[config.mk]
export PLATFORM = sky130hd
export DESIGN_NAME = dwell_counter
export DESIGN_NICKNAME = d
export VERILOG_FILES = /design/src/rtl/dwell_counter.sv
export SDC_FILE = /design/constraint.sdc
export NUM_CORES = 1
export LEC_CHECK = 0
export BUFFER_PORTS_ARGS = -buffer_cell sky130_fd_sc_hd__buf_2
export CORE_AREA = 5 5 42 44
export CTS_CLUSTER_SIZE = 25
export DETAILED_ROUTE_END_ITERATION = 12
export DIE_AREA = 0 0 47 49
export GPL_ROUTABILITY_DRIVEN = 0
export HOLD_SLACK_MARGIN = 0.06
export SYNTH_ARGS = -nofsm -noshare
export SYNTH_HDL_FRONTEND = slang
export SYNTH_SLANG_ARGS = --single-unit
[constraint.sdc]
create_clock -name clk -period 1.25 [get_ports clk]
set_input_delay 0.3125 -clock clk [delete_from_list [all_inputs] [get_ports clk]]
set_output_delay 0.3125 -clock clk [all_outputs]
set_load 0.05 [all_outputs]
[src/rtl/dwell_counter.sv]
// dwell_counter
// Counts the cycles a stimulus vector has been held and flags the final one.
//   clk     in  : system clock
//   rst_n   in  : asynchronous active-low reset
//   clear   in  : force the count back to 0
//   enable  in  : advance the count this cycle
//   last    out : high while enabled and the count equals DWELL_CYCLES-1
module dwell_counter #(
  parameter int DWELL_CYCLES = 5
) (
  input  logic clk,
  input  logic rst_n,
  input  logic clear,
  input  logic enable,
  output logic last
);

  localparam int W = (DWELL_CYCLES > 1) ? $clog2(DWELL_CYCLES) : 1;
  localparam logic [W-1:0] LAST_CNT = W'(DWELL_CYCLES - 1);

  logic [W-1:0] count_reg;

  assign last = enable && (count_reg == LAST_CNT);

  // Wraps to 0 on the final dwell cycle so the next vector starts fresh.
  always_ff @(posedge clk or negedge rst_n) begin
    if (!rst_n) begin
      count_reg <= '0;
    end else if (clear || last) begin
      count_reg <= '0;
    end else if (enable) begin
      count_reg <= count_reg + W'(1);
    end
  end

endmodule

==> results.py, run 1 <==
metrics = {
    "power_and_ir_drop": {
        "swShare": 0.235,
        "ir_drop_mv": 0.304,
        "seq_power_share": 0.313,
        "power_frac_comb": 0.197,
        "power_switching_uw": 79.4,
        "p_leak_uw": 0.000144,
        "internal_power_uw": 259,
        "power_density_mw_per_mm2": 1020,
        "pwr-share-clk": 0.490,
    },
    "hold_path": {
        "hp-class": "in2reg",
        "hp-start": "clear",
        "whs_path_depth": 2,
    },
    "die": {
        "pin_count": 5,
        "chipWidth_um": 47,
        "start_util": 0.123,
        "core_area_mm2": 0.00140,
        "die_h_um": 49,
        "rows": 14,
        "die_area_mm2": 0.00230,
    },
    "clock_tree": {
        "cts_buffers": 3,
        "clk_pin_slew_ns": 0.04,
        "cts_root_buffer": "clkbuf_4",
        "clockBufferDepth": 2,
        "clk_latency_ns": 0.23,
        "cts_htree_levels": 1,
        "cts_sinks": 3,
        "cts_tree": "built",
    },
    "critical_path": {
        "worst_r2r_path_depth": 5,
        "startpoint": "count_reg[0]",
        "r2r_slack_ns": 0.10,
        "crit_path_start_kind": "flip-flop",
        "critPathKind": "reg2out",
        "path_max_fanout": 2,
        "cp_data_arrival_time_ns": 1.12,
        "rr_endpoint": "count_reg[2]",
        "cp-end-kind": "output port",
        "rr_startpoint": "count_reg[0]",
        "endpoint": "last",
        "worst_ep_required_time_ns": 0.94,
    },
    "route": {
        "first_pass_iters": 1,
        "vias_per_cell": 3.71,
        "drc": 0,
        "wl_per_cell_um": 9.33,
        "vias": 182,
        "drt-initial-drc-count": 0,
        "totalWireLength_um": 457,
        "ant_nets": 0,
    },
    "place": {
        "placed_cells": 43,
        "io_buffers": 4,
        "pre_cts_ws_ns": -0.0774,
    },
    "synth": {
        "synth_area_um2": 173,
        "synthDistinctLibCells": 10,
        "syn_inst": 19,
        "synth_nets": 25,
        "yosysWarnings": 0,
        "ys_ff_latch": 3,
        "avgSynthCellArea_um2": 9.09,
        "ys_seq_area_frac": 0.435,
    },
    "timing": {
        "max-slew-margin-rel": 0.912,
        "rsz0062_at_grt": "yes",
        "drv_slew": 0,
        "hold_viol_final": 0,
        "fmax_mhz": 698,
        "hold_slack_ns": 0.299,
        "fin_crit_sh": 1.15,
        "finalSetupViolCount": 1,
        "clock_skew_ns": 0.000305,
        "fin_ws_ns": -0.183,
        "worst_pin_slew_ns": 0.132,
        "period_minus_slack_ns": 1.43,
    },
    "finish": {
        "largest_register_ffs": 3,
        "diodes": 0,
        "fin_cells": 49,
        "drive_above_1_share": 0.636,
        "syn2layout_area_growth_pct": 92.8,
        "postLayoutCoreUtil": 0.238,
        "nets": 40,
    },
    "global_routing": {
        "grt_pass1_wl_um": 800,
        "met2_usage": 0.0837,
        "busiest_layer": "met2",
        "overflow": 0,
        "grt_use_met3": 0.0221,
        "grt_max_degree": 7,
        "antenna_found_initial": 0,
        "grt_use_met1": 0.0441,
        "grt_pass1_vias": 221,
        "grt_usage": 0.0529,
    },
    "run_status": {
        "violations": "setup timing",
        "run_status": "complete, but fails checks",
    },
    "flow_run": {
        "drv_cap": 0,
    },
}
## worst min-delay path by stage
stage | slack [ns] | to
floorplan | 0.02 | count_reg[0]
global placement | 0.11 | count_reg[1]
detailed placement | 0.11 | count_reg[1]
CTS | 0.28 | count_reg[1]
global route | 0.29 | count_reg[1]
finish | 0.30 | count_reg[1]
## power groups by stage
stage	clock network [uW]	registers [uW]	logic [uW]
6_report	166	106	66.5
3_5_place_dp	0	106	46.3
5_1_grt	193	106	75.3
4_1_cts	177	106	62.5
2_1_floorplan	0	107	17.9
3_3_place_gp	0	106	44.2
## Yosys cell counts, drive strengths merged
cell type  n  area, um2
a21oi      3       15.0
dfrtp      3       75.1
ha         2       25.0
inv        2       7.51
nand2      2       7.51
nand2b     2       12.5
nand3      2       10.0
and3       1       7.51
nand3b     1       7.51
o21ai      1       5.00
## kinds of logic after synthesis
logic type / share of synthesized area
flip-flops: 0.435
adder cells (fa/ha/maj): 0.145
AO/OA/AOI/OAI: 0.116
buffers and inverters: 0.0435
AND/OR/NAND/NOR: 0.261
## repair_timing
| item | 4_1_cts | 5_1_grt |
|---|---|---|
| endpoints found under the hold margin | 3 | 0 |
| resized for setup | 7 | 5 |
| setup buffers | 2 | 1 |
| setup endpoints to repair | 1 | 4 |
| hold buffers | 1 | 0 |
| pin swaps | 1 | 2 |
## placed cells by master (no fill, tap or decap)
master	count
buf_4	5
a21oi_2	3
clkbuf_4	3
dfrtp_1	3
buf_2	3
inv_2	2
nand2_1	2
nand2b_1	2
and3_4	1
nand3_1	1
nand3_2	1
o21ai_2	1
nand3b_1	1
ha_4	1
ha_1	1
clkbuf_1	1
dlygate4sd3_1	1
buf_8	1
## cell type report
class	count	area, um2
clock buffer	4	26.3
fill	168	1070
inverter	2	7.51
multi-input combinational	14	126
sequential	3	75.1
tap	16	20.0
timing repair buffer	10	77.6
## worst max-delay path: stages (launching register included)
cell and delay [ns]:
dfrtp_1 0.38, inv_2 0.08, ha_4 0.12, and3_4 0.17
buf_8 0.14
## routing by layer
layer | routed length (um) | up-vias
met5 | 0 | -
met3 | 31 | 0
met4 | 0 | 0
met1 | 160 | 86
met2 | 264 | 4
li1 | - | 92
## through the flow
step / TNS (ns) / total power (uW) / cell area [um2]
floorplan: 0 / 124 / 176
finish: -0.183 / 338 / 333
global route: -0.243 / 374 / 333
detailed placement: -0.0774 / 152 / 246
CTS: -0.189 / 345 / 320
global placement: -0.0645 / 150 / 246
Power figures use the tool's default switching activity.
==> run 2, diff against run 1 <==
RECOVER_POWER = 50   (was default)
REMOVE_ABC_BUFFERS = 1   (was default)
==> run 2 against run 1 <==
The run still ends with setup timing left; worst hold slack lost 0.027 ns; sequential cell count is the same; critical path depth is the same; register-to-register slack lost 0.08 ns; clock-buffer cell count is the same; clock power is essentially flat; non-clock buffer count grew 2; routed wire length shrank 11%; first-iteration DRC count grew 3; largest cell class unchanged.
==> results.py, run 2 (synthesis results as in run 1) <==
metrics = {
    "finish": {
        "multi_input_area_um2": 110,
        "mostFrequentLayoutCell": "buf_4",
        "nets": 42,
        "diodes": 0,
        "fin_cells": 51,
        "drive_above_1_share": 0.514,
        "syn2layout_area_growth_pct": 91.3,
        "largest_register_ffs": 3,
        "n_fill_cell": 161,
        "regArea_um2": 75.1,
        "mostFrequentLayoutCells": "buf_4 (7), clkbuf_4 (3), dfrtp_1 (3)",
    },
    "critical_path": {
        "slowest_stage": "dfrtp_1",
        "crit_path_start_kind": "flip-flop",
        "critPathKind": "reg2out",
        "slowest_delay_ns": 0.39,
        "path_cells": "inv_2, ha_4, and3_4, buf_8",
        "worst_ep_required_time_ns": 0.94,
        "r2r_slack_ns": 0.02,
        "path_max_fanout": 2,
        "cp_data_arrival_time_ns": 1.13,
        "cp-end-kind": "output port",
    },
    "timing": {
        "period_minus_slack_ns": 1.45,
        "clock_skew_ns": 0.000471,
        "hold_viol_final": 0,
        "rsz0062_at_grt": "yes",
        "drv_slew": 0,
        "finalSetupViolCount": 1,
        "fmax_mhz": 692,
        "fin_tns_setup_ns": -0.196,
        "hold_slack_ns": 0.271,
        "worst_pin_slew_ns": 0.161,
        "fin_ws_ns": -0.196,
        "fin_crit_sh": 1.16,
        "max-slew-margin-rel": 0.893,
    },
    "die": {
        "core_area_mm2": 0.00140,
        "chipWidth_um": 47,
        "rows": 14,
        "die_h_um": 49,
        "start_util": 0.123,
        "die_area_mm2": 0.00230,
        "pin_count": 5,
    },
    "power_and_ir_drop": {
        "power_frac_comb": 0.186,
        "internal_power_uw": 259,
        "totalPowerFinal_uw": 337,
        "seq_power_share": 0.314,
        "p_leak_uw": 0.000149,
        "power_switching_uw": 77.5,
        "ir_drop_mv": 0.382,
        "power_density_mw_per_mm2": 1020,
        "pwr-share-clk": 0.500,
        "swShare": 0.230,
    },
    "clock_tree": {
        "cts_buffers": 3,
        "clockBufferDepth": 2,
        "clk_pin_slew_ns": 0.04,
        "cts_root_buffer": "clkbuf_4",
        "cts_htree_levels": 1,
        "cts_tree": "built",
        "cts_sinks": 3,
        "clk_latency_ns": 0.23,
    },
    "flow_run": {
        "drv_cap": 0,
    },
    "route": {
        "vias": 181,
        "drt-initial-drc-count": 3,
        "wl_per_cell_um": 7.98,
        "totalWireLength_um": 407,
        "drc": 0,
        "ant_nets": 0,
        "first_pass_iters": 2,
        "vias_per_cell": 3.55,
    },
    "hold_path": {
        "hp-class": "in2reg",
    },
    "place": {
        "io_buffers": 4,
        "pre_cts_ws_ns": -0.0698,
        "placed_cells": 43,
    },
    "global_routing": {
        "overflow": 0,
        "grt_pass1_vias": 186,
        "grt_usage": 0.0444,
        "grt_pass1_wl_um": 683,
        "antenna_found_initial": 0,
        "grt_max_degree": 7,
    },
    "run_status": {
        "run_status": "complete, but fails checks",
        "violations": "setup timing",
    },
}
-- run 2: changes by cell type in the layout (fill, tap and decap cells not counted), sizes merged --
cell	before	now
buf	9	10
clkbuf	4	5
-- run 2: worst max-delay path: cells and delay by family (launching register included) --
family	cells	cell delay, ns
buffers and inverters	2	0.22
adders and majority gates	1	0.13
DFF	1	0.39
and+or+nand+nor	1	0.17
-- run 2: power groups by stage --
stage	clock [uW]	sequential, uW	combinational (uW)
2_1_floorplan	0	106	17.3
3_3_place_gp	0	106	42.8
3_5_place_dp	0	106	43.4
4_1_cts	178	106	56.2
5_1_grt	193	106	69.4
6_report	169	106	62.5
-- run 2: metal layers --
metal / wire, um / global-route usage / vias up / share of wire
li1: - / - / 96 / -
met1: 179 / 0.0486 / 81 / 0.44
met2: 191 / 0.0520 / 4 / 0.47
met3: 35 / 0.0332 / 0 / 0.086
met4: 0 / 0.0415 / 0 / 0
met5: 0 / 0 / - / 0
-- run 2: stage by stage --
step	area, um2	utilization
after detailed placement	243	0.173
after global placement	243	0.173
after floorplan	173	-
after CTS	313	0.223
after global routing	330	0.236
final	330	0.236
-- run 2: path summary, 6_finish.rpt --
check	from	cells after the start	to
setup reg to reg	count_reg[0]	6	count_reg[2]
min in group asynchronous	rst_n	2	count_reg[1]
hold reg to reg	count_reg[2]	2	count_reg[2]
max in group asynchronous	rst_n	2	count_reg[2]
setup / recovery	count_reg[0]	4	last
hold / removal	clear	2	count_reg[2]
-- run 2: final cells by class --
class | count | share of cell area
inverter | 2 | 0.0227
tap | 16 | 0.0606
timing repair buffer | 12 | 0.277
sequential | 3 | 0.227
multi-input combinational | 14 | 0.333
clock buffer | 4 | 0.0795
-- run 2: timing repair --
item	CTS	global route
pin swaps	1	0
hold buffers	1	0
endpoints found under the setup margin	1	1
resized for setup	8	1
endpoints found under the hold margin	3	0
buffers inserted	1	2
